[src/rtl/morse_blinker.sv]
// Morse letter blinker: an en rising edge plays the Morse pattern for letter A..H
// (selected by sw_i) on two LEDs, ss_o for dots and ls_o for dashes.
module morse_blinker #(
    parameter int unsigned UNIT_CYCLES = 25_000_000
) (
    input  logic       clk_i,
    input  logic       rst_i,
    input  logic       en_i,
    input  logic [2:0] sw_i,
    output logic       ss_o,
    output logic       ls_o
);

    // Counter only has to reach 3*UNIT_CYCLES-1 (last cycle of a dash).
    localparam int unsigned CntW = $clog2(3 * UNIT_CYCLES);
    localparam logic [CntW-1:0] DotLast  = CntW'(UNIT_CYCLES - 1);
    localparam logic [CntW-1:0] DashLast = CntW'(3 * UNIT_CYCLES - 1);

    typedef enum logic [1:0] {StIdle, StLoad, StOn, StGap} state_e;

    state_e          state_q, state_d;
    logic [CntW-1:0] cnt_q, cnt_d;
    logic [1:0]      idx_q, idx_d;
    logic [3:0]      code_q, code_d;
    logic [2:0]      len_q, len_d;
    logic            en_q;
    logic            ss_q, ss_d;
    logic            ls_q, ls_d;

    logic [3:0]      dec_code;
    logic [2:0]      dec_len;
    logic [CntW-1:0] sym_last;
    logic            last_sym;

    // Decoder: code bit 0 is the first symbol, 1 = dash.
    always_comb begin
        dec_code = 4'b0000;
        dec_len  = 3'd1;
        unique case (sw_i)
            3'd0: begin dec_code = 4'b0010; dec_len = 3'd2; end // A .-
            3'd1: begin dec_code = 4'b0001; dec_len = 3'd4; end // B -...
            3'd2: begin dec_code = 4'b0101; dec_len = 3'd4; end // C -.-.
            3'd3: begin dec_code = 4'b0001; dec_len = 3'd3; end // D -..
            3'd4: begin dec_code = 4'b0000; dec_len = 3'd1; end // E .
            3'd5: begin dec_code = 4'b0100; dec_len = 3'd4; end // F ..-.
            3'd6: begin dec_code = 4'b0011; dec_len = 3'd3; end // G --.
            3'd7: begin dec_code = 4'b0000; dec_len = 3'd4; end // H ....
            default: ;
        endcase
    end

    assign sym_last = code_q[idx_q] ? DashLast : DotLast;
    assign last_sym = (({1'b0, idx_q} + 3'd1) == len_q);

    // Next-state logic; the counter restarts from zero on every state entry.
    always_comb begin
        state_d = state_q;
        cnt_d   = cnt_q;
        idx_d   = idx_q;
        code_d  = code_q;
        len_d   = len_q;
        ss_d    = 1'b0;
        ls_d    = 1'b0;
        unique case (state_q)
            StIdle: begin
                if (en_i && !en_q) begin
                    state_d = StLoad;
                end
            end
            StLoad: begin
                code_d  = dec_code;
                len_d   = dec_len;
                idx_d   = 2'd0;
                cnt_d   = '0;
                state_d = StOn;
            end
            StOn: begin
                ss_d = !code_q[idx_q];
                ls_d = code_q[idx_q];
                if (cnt_q == sym_last) begin
                    cnt_d   = '0;
                    state_d = StGap;
                end else begin
                    cnt_d = cnt_q + CntW'(1);
                end
            end
            StGap: begin
                if (cnt_q == DotLast) begin
                    cnt_d = '0;
                    if (last_sym) begin
                        state_d = StIdle;
                    end else begin
                        idx_d   = idx_q + 2'd1;
                        state_d = StOn;
                    end
                end else begin
                    cnt_d = cnt_q + CntW'(1);
                end
            end
            default: state_d = StIdle;
        endcase
    end

    // State, datapath and registered LED outputs.
    always_ff @(posedge clk_i or posedge rst_i) begin
        if (rst_i) begin
            state_q <= StIdle;
            cnt_q   <= '0;
            idx_q   <= 2'd0;
            code_q  <= 4'b0000;
            len_q   <= 3'd0;
            en_q    <= 1'b0;
            ss_q    <= 1'b0;
            ls_q    <= 1'b0;
        end else begin
            state_q <= state_d;
            cnt_q   <= cnt_d;
            idx_q   <= idx_d;
            code_q  <= code_d;
            len_q   <= len_d;
            en_q    <= en_i;
            ss_q    <= ss_d;
            ls_q    <= ls_d;
        end
    end

    assign ss_o = ss_q;
    assign ls_o = ls_q;

endmodule

[config.mk]
export PLATFORM = sky130hd
export DESIGN_NAME = morse_blinker
export DESIGN_NICKNAME = d
export VERILOG_FILES = /design/src/rtl/morse_blinker.sv
export SDC_FILE = /design/constraint.sdc
export NUM_CORES = 1
export LEC_CHECK = 0
export ABC_CLOCK_PERIOD_IN_PS = 2560
export CAP_MARGIN = 20
export CORE_MARGIN = 2
export CORE_UTILIZATION = 50
export DETAILED_ROUTE_END_ITERATION = 8
export GPL_ROUTABILITY_DRIVEN = 0
export PLACE_DENSITY_LB_ADDON = 0.3
export SLEW_MARGIN = 20
export SYNTH_ARGS = -nofsm -noshare
export SYNTH_HDL_FRONTEND = slang
export SYNTH_SLANG_ARGS = --single-unit
[constraint.sdc]
create_clock -name clk_i -period 2.56 [get_ports clk_i]
set_input_delay 0.512 -clock clk_i [delete_from_list [all_inputs] [get_ports clk_i]]
set_output_delay 0.512 -clock clk_i [all_outputs]
set_load 0.02 [all_outputs]
; Word level (Yosys, flattened, before mapping)
; Memory sizes are Yosys's and may differ from the RTL's. A register that Yosys moved wholly into a read port is not among the register bits.
; Index checks and enable logic that the tools add are counted.
[totals]
regBits = 38
mem_bits_ro = 48
mem_count = 1
[classes]
add_sub_neg = 3
magnitude_cmp = 1
eq_ne = 10
n_mux = 16
n_reduce_logical = 8
[memory_table]
columns = name, words, width, read_ports, rd_clocked_by_memory_dff, write_ports, line_no
row1 = (no name shown), 8, 6, 1, 1, 0, 39  ; unique case (sw_i)
[ops]
columns = cell, n
row1 = $mux 27, 3
row2 = $pmux 27 s3, 1
row3 = $add 27x1->27 const B, 1
row4 = $eq 27x25->1 const B, 1
row5 = $eq 27x27->1, 1
row6 = $mux 2, 6
row7 = $ne 2x2->1 const B, 4
row8 = $pmux 2 s4, 1
row9 = $reduce_and 3->1, 2
row10 = $eq 2x2->1 const B, 2
row11 = $pmux 2 s2, 1
row12 = $add 2x1->3 const B, 1
row13 = $eq 3x3->1, 1
row14 = $lt 2x3->1 const B, 1
row15 = $mux 1, 3
row16 = $reduce_bool 3->1, 1
row17 = $add 2x1->2 const B, 1
row18 = $bmux 1 s2, 1
row19 = $eq 2x1->1 const B, 1
row20 = $logic_not 1->1, 2
row21 = $logic_not 2->1, 1
row22 = $reduce_bool 2->1, 1
row23 = $logic_and 1x1->1, 1

; Longest topological paths before layout
; Gate-level depths: netlist (run 1).
[depth]
ltp_word = 6
mapped_depth = 8
ltp_nobuf = 7

; Least setup slack after synthesis (run 1)
; No wires, ideal clock.
[synth_path]
kind = reg2reg
startpoint = reg cnt_q[10]
endpoint = reg cnt_q[5]
arrival_time_ns = 2.068
required_ns = 2.439
setup_slack_ns = 0.371
path_stages_with_launch = 7
path_buffers = 0
period_less_slack_ns = 2.189
cell_sequence = dfrtp_1 > or4b_1 > or4_4 > or2_4 > o21ai_4 > o21ai_1 > a22o_1
[synth_between]
elab_chain_len = 3
word_cells_on_any_way = 5
[synth_rtl]
columns = element, line_no
row1 = from (decl), 22  ; logic [CntW-1:0] cnt_q, cnt_d;
row2 = from (signal assigned), 117  ; cnt_q <= cnt_d;
row3 = $eq 27x25->1 / $eq 27x27->1 (equally long branches), "88, 80"
row4 = $mux 27 (on tied branches), "88, 80"
row5 = $pmux 27 s3 (*), 64  ; unique case (state_q)
; Mark *: on every way between the ends. The rest lies on a longest branch, timed or not.
; A chain may end at the register's enable or synchronous reset.

; Final worst setup path (run 1)
[layout_path]
startpoint = reg cnt_q[10]
endpoint = reg cnt_q[12]
[layout_between]
elab_chain_len = 3
word_cells_on_any_way = 6
[layout_rtl]
columns = element, line_no
row1 = "$add 27x1->27, or another cell as far along", "84, 97"
row2 = $mux 27 (on tied branches), "88, 80"
row3 = $pmux 27 s3 (*), 64
; Marks and branches as above.

==> run_results.csv, run 1 <==
group,metric,value,unit
critical_path,rrSetupSlack,0.20,ns
yosys,syn-num-nets,266,
timing,slew_headroom,52.1,%
power,ir_drop,359,uV
timing,setup_viol,0,
min_path,hp-class,"register to register",
critical_path,critPathTopFamily,"simple AND/OR/NAND/NOR gates",
route,drc,0,
critical_path,crit_type,"register to register",
critical_path,path_cells,"or4b_1 > or4_4 > or2_4 > o21ai_4 > o21ai_1 > a21o_1",
floorplan,die_x,71.4,um
critical_path,worstPathArrival,2.54,ns
timing,fmax,424,MHz
clock_tree,htreeDepth,2,
critical_path,cp_max_fo,10,
timing,tightest_slew,0.718,ns
global_route,grt_antenna_before_repair,0,
route,dr.pass1.iters,5,
clock_tree,cts_buffers,5,
route,viasPerCell,6.00,
power,p_leak,1.09,nW
final_layout,finish.net_count,275,
run,max-cap-violations,0,
clock_tree,cts_hold_buf,0,
floorplan,row_count,24,
global_route,grt_max_degree,41,
yosys,ys_seq_elements,40,
global_route,grt_pass1_wl,8620,um
critical_path,cp_num_buf_inv,0,
critical_path,cp-end-kind,"register",
clock_tree,post_cts_buffers,0,
clock_tree,path_clk_slew,0.08,ns
floorplan,die_h,71.4,um
critical_path,critPathMaxStageDelay,0.53,ns
final_layout,filler_cell_count,378,
route,ant_nets,0,
route,drt_iter0_drc,200,
final_layout,layout-drive-gt1-share,9.09,%
floorplan,die_area,5100,um2
yosys,ys_seq_area_share,44.0,%
clock_tree,cts_max_path_buffers,2,
final_layout,area_growth,10.7,%
yosys,netlist_area,2270,um2
yosys,synthArstFlopShare,100,%
route,num_vias,1897,
timing,hold_violations,0,
clock_tree,clock_latency,0.29,ns
power,powerDensity,481,nW/um2
place,io_buffers,7,
timing,fin_crit,2.36,ns
floorplan,num_io_pins,8,
timing,finClkSkew,0.00630,ns
critical_path,crit_slowest_cell,"or4b_1",
yosys,synth.distinct_cells,45,
yosys,synth_edf_count,0,
timing,rsz0062_at_grt,"false",
clock_tree,clock_sinks,40,
yosys,yosys_warnings,0,
final_layout,layout_common_cells,"nand2_1, dfrtp_1, o21ai_0",
run_status,status,"complete, no violations",
yosys,syn_avg_cell_area,8.95,um2
critical_path,cp-start-kind,"register",
clock_tree,cts_tree,"done",
floorplan,initial_core_util,52.2,%
timing,maxSlewViolCount,0,
global_route,grt_use_total,21.3,%
floorplan,core-area,4350,um2
global_route,grt_pass1_vias,1840,
route,wl,4840,um
global_route,grt_overflow,0,
place,dp_hpwl,3400,um
final_layout,diodes,0,
timing,finalCritPeriodShare,92.1,%
route,wl_per_cell,15.3,um
clock_tree,cts_root_buf,"clkbuf_8",
final_layout,fin_area,2520,um2
yosys,netlist_instances,254,
critical_path,cp.required,2.74,ns
yosys,synthFlopType,"dfrtp_1",
timing,tns,0,ns
place,dpl_cell_area,2410,um2
clock_tree,post_cts_resize_count,0,
## cell usage after synthesis (all sizes together), types with 3 or more instances
library cell	n	area share, %
and4	5	1.9
mux2i	5	2.2
a21o	3	0.99
nor4	4	1.1
xor2	6	2.3
nor3	3	0.66
a21oi	6	1.3
nor2	18	3.1
o21ai	28	6.7
dfrtp	40	44
nand4	8	2.2
a22o	3	1.2
clkbuf	9	1.5
and3	7	1.9
mux2	3	1.5
nand3	14	3.1
inv	9	1.5
nand2	40	6.6
or2	3	0.94
ha	6	3.3
xnor2	7	2.7
## logic make-up (layout without fill, tap and decap cells)
kind of cell	count (synthesis)	in the layout	share of synthesized area, %
adders and majority gates	6	6	3.30
AOI/OAI and AO/OA	53	53	14.5
DFF	40	40	44.0
muxes	8	8	3.69
xor gates and xnor gates	13	13	5.01
and+or+nand+nor	115	115	26.3
buffers and inverters	19	29	3.19
## through the flow
stage	instances	utilization, %	setup slack (ns)	power [mW]	hold WS [ns]
floorplan	254	-	0.371	0.698	0.450
global placement	308	55.3	0.250	0.721	0.464
detailed placement	308	55.3	0.213	0.723	0.475
CTS	316	57.8	0.185	1.22	0.497
global route	316	57.8	0.108	1.25	0.513
finish	316	57.8	0.202	1.21	0.491
## routing by layer
layer / up-vias / GRT usage, % / part of all wire [%] / wire length (um)
met5: - / 0 / 0 / 0
met4: 0 / 5.45 / 1.4 / 68
met3: 10 / 4.50 / 4.6 / 223
met2: 50 / 33.1 / 45 / 2200
met1: 912 / 30.6 / 49 / 2350
li1: 925 / - / - / -
## final timing paths
check,start,to,cells after the start
worst min-delay path,code_q[2]$_DFFE_PP0N_,code_q[2]$_DFFE_PP0N_,2
worst min register to register,code_q[2]$_DFFE_PP0N_,code_q[2]$_DFFE_PP0N_,2
worst max-delay path,cnt_q[10]$_DFFE_PP0N_,cnt_q[12]$_DFFE_PP0N_,6
worst max register to register,cnt_q[10]$_DFFE_PP0N_,cnt_q[12]$_DFFE_PP0N_,6
max in group asynchronous,rst_i,cnt_q[24]$_DFFE_PP0N_,3
min in group asynchronous,rst_i,cnt_q[18]$_DFFE_PP0N_,3
## final cells by class
| cell class | instances | area (um2) | share of cell area [%] |
|---|---|---|---|
| clock inverters | 2 | 35.0 | 1.39 |
| inverters | 9 | 33.8 | 1.34 |
| clock buffers | 6 | 72.6 | 2.88 |
| well taps | 52 | 65.1 | 2.58 |
| flip-flops and latches | 40 | 1000 | 39.8 |
| repair buffers | 12 | 108 | 4.27 |
| multi-input cells | 195 | 1200 | 47.8 |
## worst reg2reg max path: stages, from the launching register on
cell	delay, ns
dfrtp_1	0.43
or4b_1	0.53
or4_4	0.44
or2_4	0.26
o21ai_4	0.28
o21ai_1	0.12
a21o_1	0.19
## power by group
part / internal, mW / switching, mW
Clock: 0.289 / 0.212
Combinational: 0.0266 / 0.0335
Sequential: 0.642 / 0.00559
Total: 0.958 / 0.252
## registers in the layout, indices dropped and copies added (netlist names)
| signal | flops |
|---|---|
| cnt_q | 27 |
| code_q | 3 |
| en_q | 1 |
| idx_q | 2 |
| len_q | 3 |
| ls_o | 1 |
| ss_o | 1 |
| state_q | 2 |
Power figures use the tool's default switching activity.
==> run 2, diff against run 1 <==
- CORE_UTILIZATION: 50 -> 45
- GPL_ROUTABILITY_DRIVEN: 0 -> unset
==> run_results.csv, run 2 (synthesis results as in run 1) <==
group,metric,value,unit
power,p_total,1.22,mW
final_layout,utilization,53.0,%
route,drt_iter0_drc,131,
route,drc,0,
route,viasPerCell,5.50,
power,internal_power,958,uW
final_layout,layout-drive-gt1-share,9.09,%
global_route,grt_overflow,0,
power,ir_drop,298,uV
floorplan,row_count,25,
final_layout,area_growth,11.6,%
clock_tree,post_cts_resize_count,0,
timing,rsz0062_at_grt,"false",
timing,fmax,425,MHz
power,netSwitchingPower,264,uW
clock_tree,cts_buffers,5,
clock_tree,cts_root_buf,"clkbuf_8",
floorplan,core-area,4790,um2
power,power.share.clock,42.1,%
global_route,grt_antenna_before_repair,0,
final_layout,diodes,0,
clock_tree,path_clk_slew,0.08,ns
floorplan,die_h,75.1,um
run_status,status,"complete, no violations",
floorplan,die_x,75.1,um
critical_path,cp_max_fo,10,
route,dr.pass1.iters,4,
clock_tree,post_cts_buffers,0,
route,wl,4830,um
final_layout,filler_cell_count,450,
power,p_leak,1.10,nW
critical_path,cp-start-kind,"register",
route,ant_nets,0,
clock_tree,clock_latency,0.30,ns
global_route,grt_pass1_wl,8910,um
power,powerDensity,482,nW/um2
critical_path,cp-end-kind,"register",
power,seq_power_share,53.0,%
timing,finClkSkew,0.00586,ns
route,num_vias,1820,
global_route,grt_pass1_vias,1865,
final_layout,largestRegisters,"cnt_q x27, code_q x3, len_q x3",
floorplan,num_io_pins,8,
timing,tightest_slew,0.716,ns
timing,finalCritPeriodShare,92.0,%
floorplan,initial_core_util,47.5,%
final_layout,layout_common_cells,"nand2_1, dfrtp_1, o21ai_0",
final_layout,finish.net_count,275,
critical_path,crit_type,"register to register",
final_layout,largest_register_ffs,27,
final_layout,top_register,"cnt_q",
global_route,grt_max_degree,41,
clock_tree,cts_hold_buf,0,
clock_tree,cts_max_path_buffers,2,
place,io_buffers,7,
timing,setup_viol,0,
clock_tree,clock_sinks,40,
place,place_congestion,0.826,
timing,maxSlewViolCount,0,
critical_path,cp.required,2.75,ns
route,wl_per_cell,14.6,um
place,dp_hpwl,3460,um
power,switching_share,21.6,%
timing,slew_headroom,52.2,%
timing,hold_violations,0,
power,pwr-share-comb,4.9,%
global_route,grt_use_total,21.1,%
min_path,hp-class,"register to register",
floorplan,die_area,5640,um2
run,max-cap-violations,0,
critical_path,worstPathArrival,2.54,ns
clock_tree,cts_tree,"done",
clock_tree,htreeDepth,2,
timing,fin_crit,2.35,ns
timing,tns,0,ns
==> run 2: cell counts in the layout (fill, tap and decap cells not counted) <==
No cell type changed its count.
==> run 2: path summary, 6_finish.rpt <==
check	from	to	slack [ns]	cells past startpoint
worst max-delay path	cnt_q[10]$_DFFE_PP0N_	cnt_q[12]$_DFFE_PP0N_	0.21	6
worst min-delay path	code_q[1]$_DFFE_PP0N_	code_q[1]$_DFFE_PP0N_	0.49	2
worst max register to register	cnt_q[10]$_DFFE_PP0N_	cnt_q[12]$_DFFE_PP0N_	0.21	6
worst min register to register	code_q[1]$_DFFE_PP0N_	code_q[1]$_DFFE_PP0N_	0.49	2
max in group asynchronous	rst_i	cnt_q[20]$_DFFE_PP0N_	1.58	3
min in group asynchronous	rst_i	cnt_q[9]$_DFFE_PP0N_	0.64	3
==> run 2: worst max-delay path, stage by stage, from the launching register on <==
cell and delay, ns:
dfrtp_1 0.43, or4b_1 0.52, or4_4 0.44, or2_4 0.26
o21ai_4 0.28, o21ai_1 0.12, a21o_1 0.19
==> run 2: area by class of cell <==
| cell class | instances | area [um2] | share of cell area (%) |
|---|---|---|---|
| Multi-Input combinational cell | 195 | 1200 | 47.4 |
| Sequential cell | 40 | 1000 | 39.5 |
| Timing Repair Buffer | 12 | 108 | 4.24 |
| Tap cell | 67 | 83.8 | 3.31 |
| Clock buffer | 6 | 72.6 | 2.86 |
| Clock inverter | 2 | 35.0 | 1.38 |
| Inverter | 9 | 33.8 | 1.33 |
==> run 2: per-layer routing <==
layer  share of wire [%]  global-route usage (%)  wire [um]
met1                  49                    28.9       2350
met3                 3.2                    6.02        153
met5                   0                       0          0
met2                  47                    32.8       2290
met4                0.85                    5.56         41
==> run 2: through the flow <==
stage / setup slack (ns) / area [um2] / cells / hold WS, ns
after global placement: 0.237 / 2430 / 323 / 0.462
after global routing: 0.116 / 2540 / 331 / 0.542
after detailed placement: 0.224 / 2430 / 323 / 0.470
after CTS: 0.207 / 2530 / 331 / 0.489
final: 0.206 / 2540 / 331 / 0.485
after floorplan: 0.371 / 2270 / 254 / 0.450
==> run 2: power by group through the flow <==
stage / Combinational, mW / Sequential, mW / Clock (mW)
after CTS: 0.0616 / 0.648 / 0.521
after detailed placement: 0.0611 / 0.661 / 0
after global routing: 0.0699 / 0.650 / 0.564
after floorplan: 0.0354 / 0.663 / 0
final: 0.0596 / 0.648 / 0.515
after global placement: 0.0601 / 0.660 / 0
==> run 3, diff against run 2 <==
- SETUP_SLACK_MARGIN: unset -> 0.4
==> run_results.csv, run 3 (synthesis results as in run 1) <==
group,metric,value,unit
power,pwr-share-comb,5.3,%
timing,tightest_slew,0.700,ns
critical_path,worstPathArrival,2.38,ns
route,viasPerCell,5.57,
clock_tree,cts_buffers,5,
min_path,hp-class,"register to register",
clock_tree,cts_tree,"done",
place,dpl_cell_area,2430,um2
place,placed_cells,323,
power,p_total,1.13,mW
power,powerDensity,430,nW/um2
route,ant_nets,0,
power,switching_share,23.7,%
timing,finalCritPeriodShare,85.4,%
final_layout,largest_register_ffs,27,
final_layout,diodes,0,
final_layout,layout_common_cells,"nand2_1, dfrtp_1, o21ai_0",
clock_tree,cts_hold_buf,0,
place,pre_cts_slack,0.271,ns
timing,whs,0.485,ns
timing,fin_ws,0.374,ns
final_layout,utilization,55.0,%
power,netSwitchingPower,268,uW
global_route,grt_use_total,20.5,%
timing,fmax,458,MHz
clock_tree,path_clk_slew,0.08,ns
floorplan,die_h,75.1,um
place,dp_hpwl,3390,um
global_route,grt_max_degree,41,
floorplan,die_area,5640,um2
clock_tree,cts_max_path_buffers,2,
run,max-cap-violations,0,
global_route,grt_pass1_wl,8620,um
critical_path,cp-start-kind,"register",
global_route,grt_pass1_vias,1856,
critical_path,cp.required,2.75,ns
route,drc,0,
timing,fin_crit,2.19,ns
clock_tree,htreeDepth,2,
clock_tree,clock_sinks,40,
floorplan,core-area,4790,um2
floorplan,num_io_pins,8,
global_route,grt_antenna_before_repair,0,
timing,maxSlewViolCount,0,
power,seq_power_share,57.3,%
final_layout,top_register,"cnt_q",
floorplan,row_count,25,
timing,hold_violations,0,
timing,rsz0062_at_grt,"true",
critical_path,cp-end-kind,"register",
final_layout,area_growth,15.7,%
route,dr.pass1.iters,5,
timing,setup_viol,0,
clock_tree,clock_latency,0.30,ns
route,num_vias,1876,
power,ir_drop,344,uV
final_layout,finish.net_count,281,
power,p_leak,1.14,nW
floorplan,initial_core_util,47.5,%
timing,finClkSkew,0.0119,ns
floorplan,die_x,75.1,um
final_layout,largestRegisters,"cnt_q x27, code_q x3, len_q x3",
power,power.share.clock,37.4,%
final_layout,final_cells,337,
route,wl,4970,um
final_layout,layout-drive-gt1-share,14.8,%
critical_path,cp_max_fo,4,
power,internal_power,864,uW
timing,tns,0,ns
critical_path,crit_type,"register to register",
route,wl_per_cell,14.8,um
clock_tree,cts_root_buf,"clkbuf_8",
place,place_congestion,0.811,
route,drt_iter0_drc,177,
place,io_buffers,7,
timing,slew_headroom,53.3,%
final_layout,fin_area,2630,um2
global_route,grt_overflow,0,
run_status,status,"complete, no violations",
==> run 3: cell types whose count changed in the layout (fill, tap and decap cells not counted), moves of 2 or more <==
cell and delta:
o21ai_0 -7, buf_4 +4, nand3_2 +2, nand3_1 -2
o21ai_2 +7
==> run 3: metal layers <==
metal  part of all wire, %  track usage (%)  vias up  wire [um]
met5                     0                0        -          0
met4                   1.4             7.94        0         69
met3                   5.3             7.63        8        266
met2                    46             30.1       42       2300
met1                    47             27.4      893       2340
li1                      -                -      933          -
==> run 3: final timing paths <==
kind | endpoint | slack (ns) | depth (start not counted) | startpoint
setup reg to reg | cnt_q[5]$_DFFE_PP0N_ | 0.37 | 6 | cnt_q[10]$_DFFE_PP0N_
min in group asynchronous | state_q[0]$_DFFE_PP0P_ | 0.62 | 3 | rst_i
setup / recovery | cnt_q[5]$_DFFE_PP0N_ | 0.37 | 6 | cnt_q[10]$_DFFE_PP0N_
hold reg to reg | code_q[1]$_DFFE_PP0N_ | 0.48 | 2 | code_q[1]$_DFFE_PP0N_
max in group asynchronous | cnt_q[24]$_DFFE_PP0N_ | 1.55 | 3 | rst_i
hold / removal | code_q[1]$_DFFE_PP0N_ | 0.48 | 2 | code_q[1]$_DFFE_PP0N_
==> run 3: layout make-up <==
| type | count | area (um2) |
|---|---|---|
| Fill cell | 421 | 2150 |
| Multi-Input combinational cell | 195 | 1260 |
| Sequential cell | 40 | 1000 |
| Timing Repair Buffer | 18 | 169 |
| Tap cell | 67 | 83.8 |
| Clock buffer | 7 | 76.3 |
| Inverter | 9 | 33.8 |
| Clock inverter | 1 | 8.76 |
==> run 3: power by group through the flow <==
stage / Clock [mW] / Combinational, mW / Sequential, mW
after floorplan: 0 / 0.0354 / 0.663
after global placement: 0 / 0.0603 / 0.660
after detailed placement: 0 / 0.0614 / 0.661
after CTS: 0.434 / 0.0614 / 0.648
after global routing: 0.470 / 0.0697 / 0.649
final: 0.424 / 0.0600 / 0.648
==> run 3: repair_timing <==
item	4_1_cts	5_1_grt
endpoints found under the setup margin	11	18
gates cloned	0	0
pin swaps	3	7
gates resized for setup	8	13
setup buffers	4	2
==> run 3: critical path, stage by stage (launching register included) <==
cell and delay, ns:
dfrtp_1 0.38, or4b_1 0.50, or4_4 0.46, or2_4 0.26
o21ai_4 0.21, o21ai_1 0.09, a22o_1 0.18
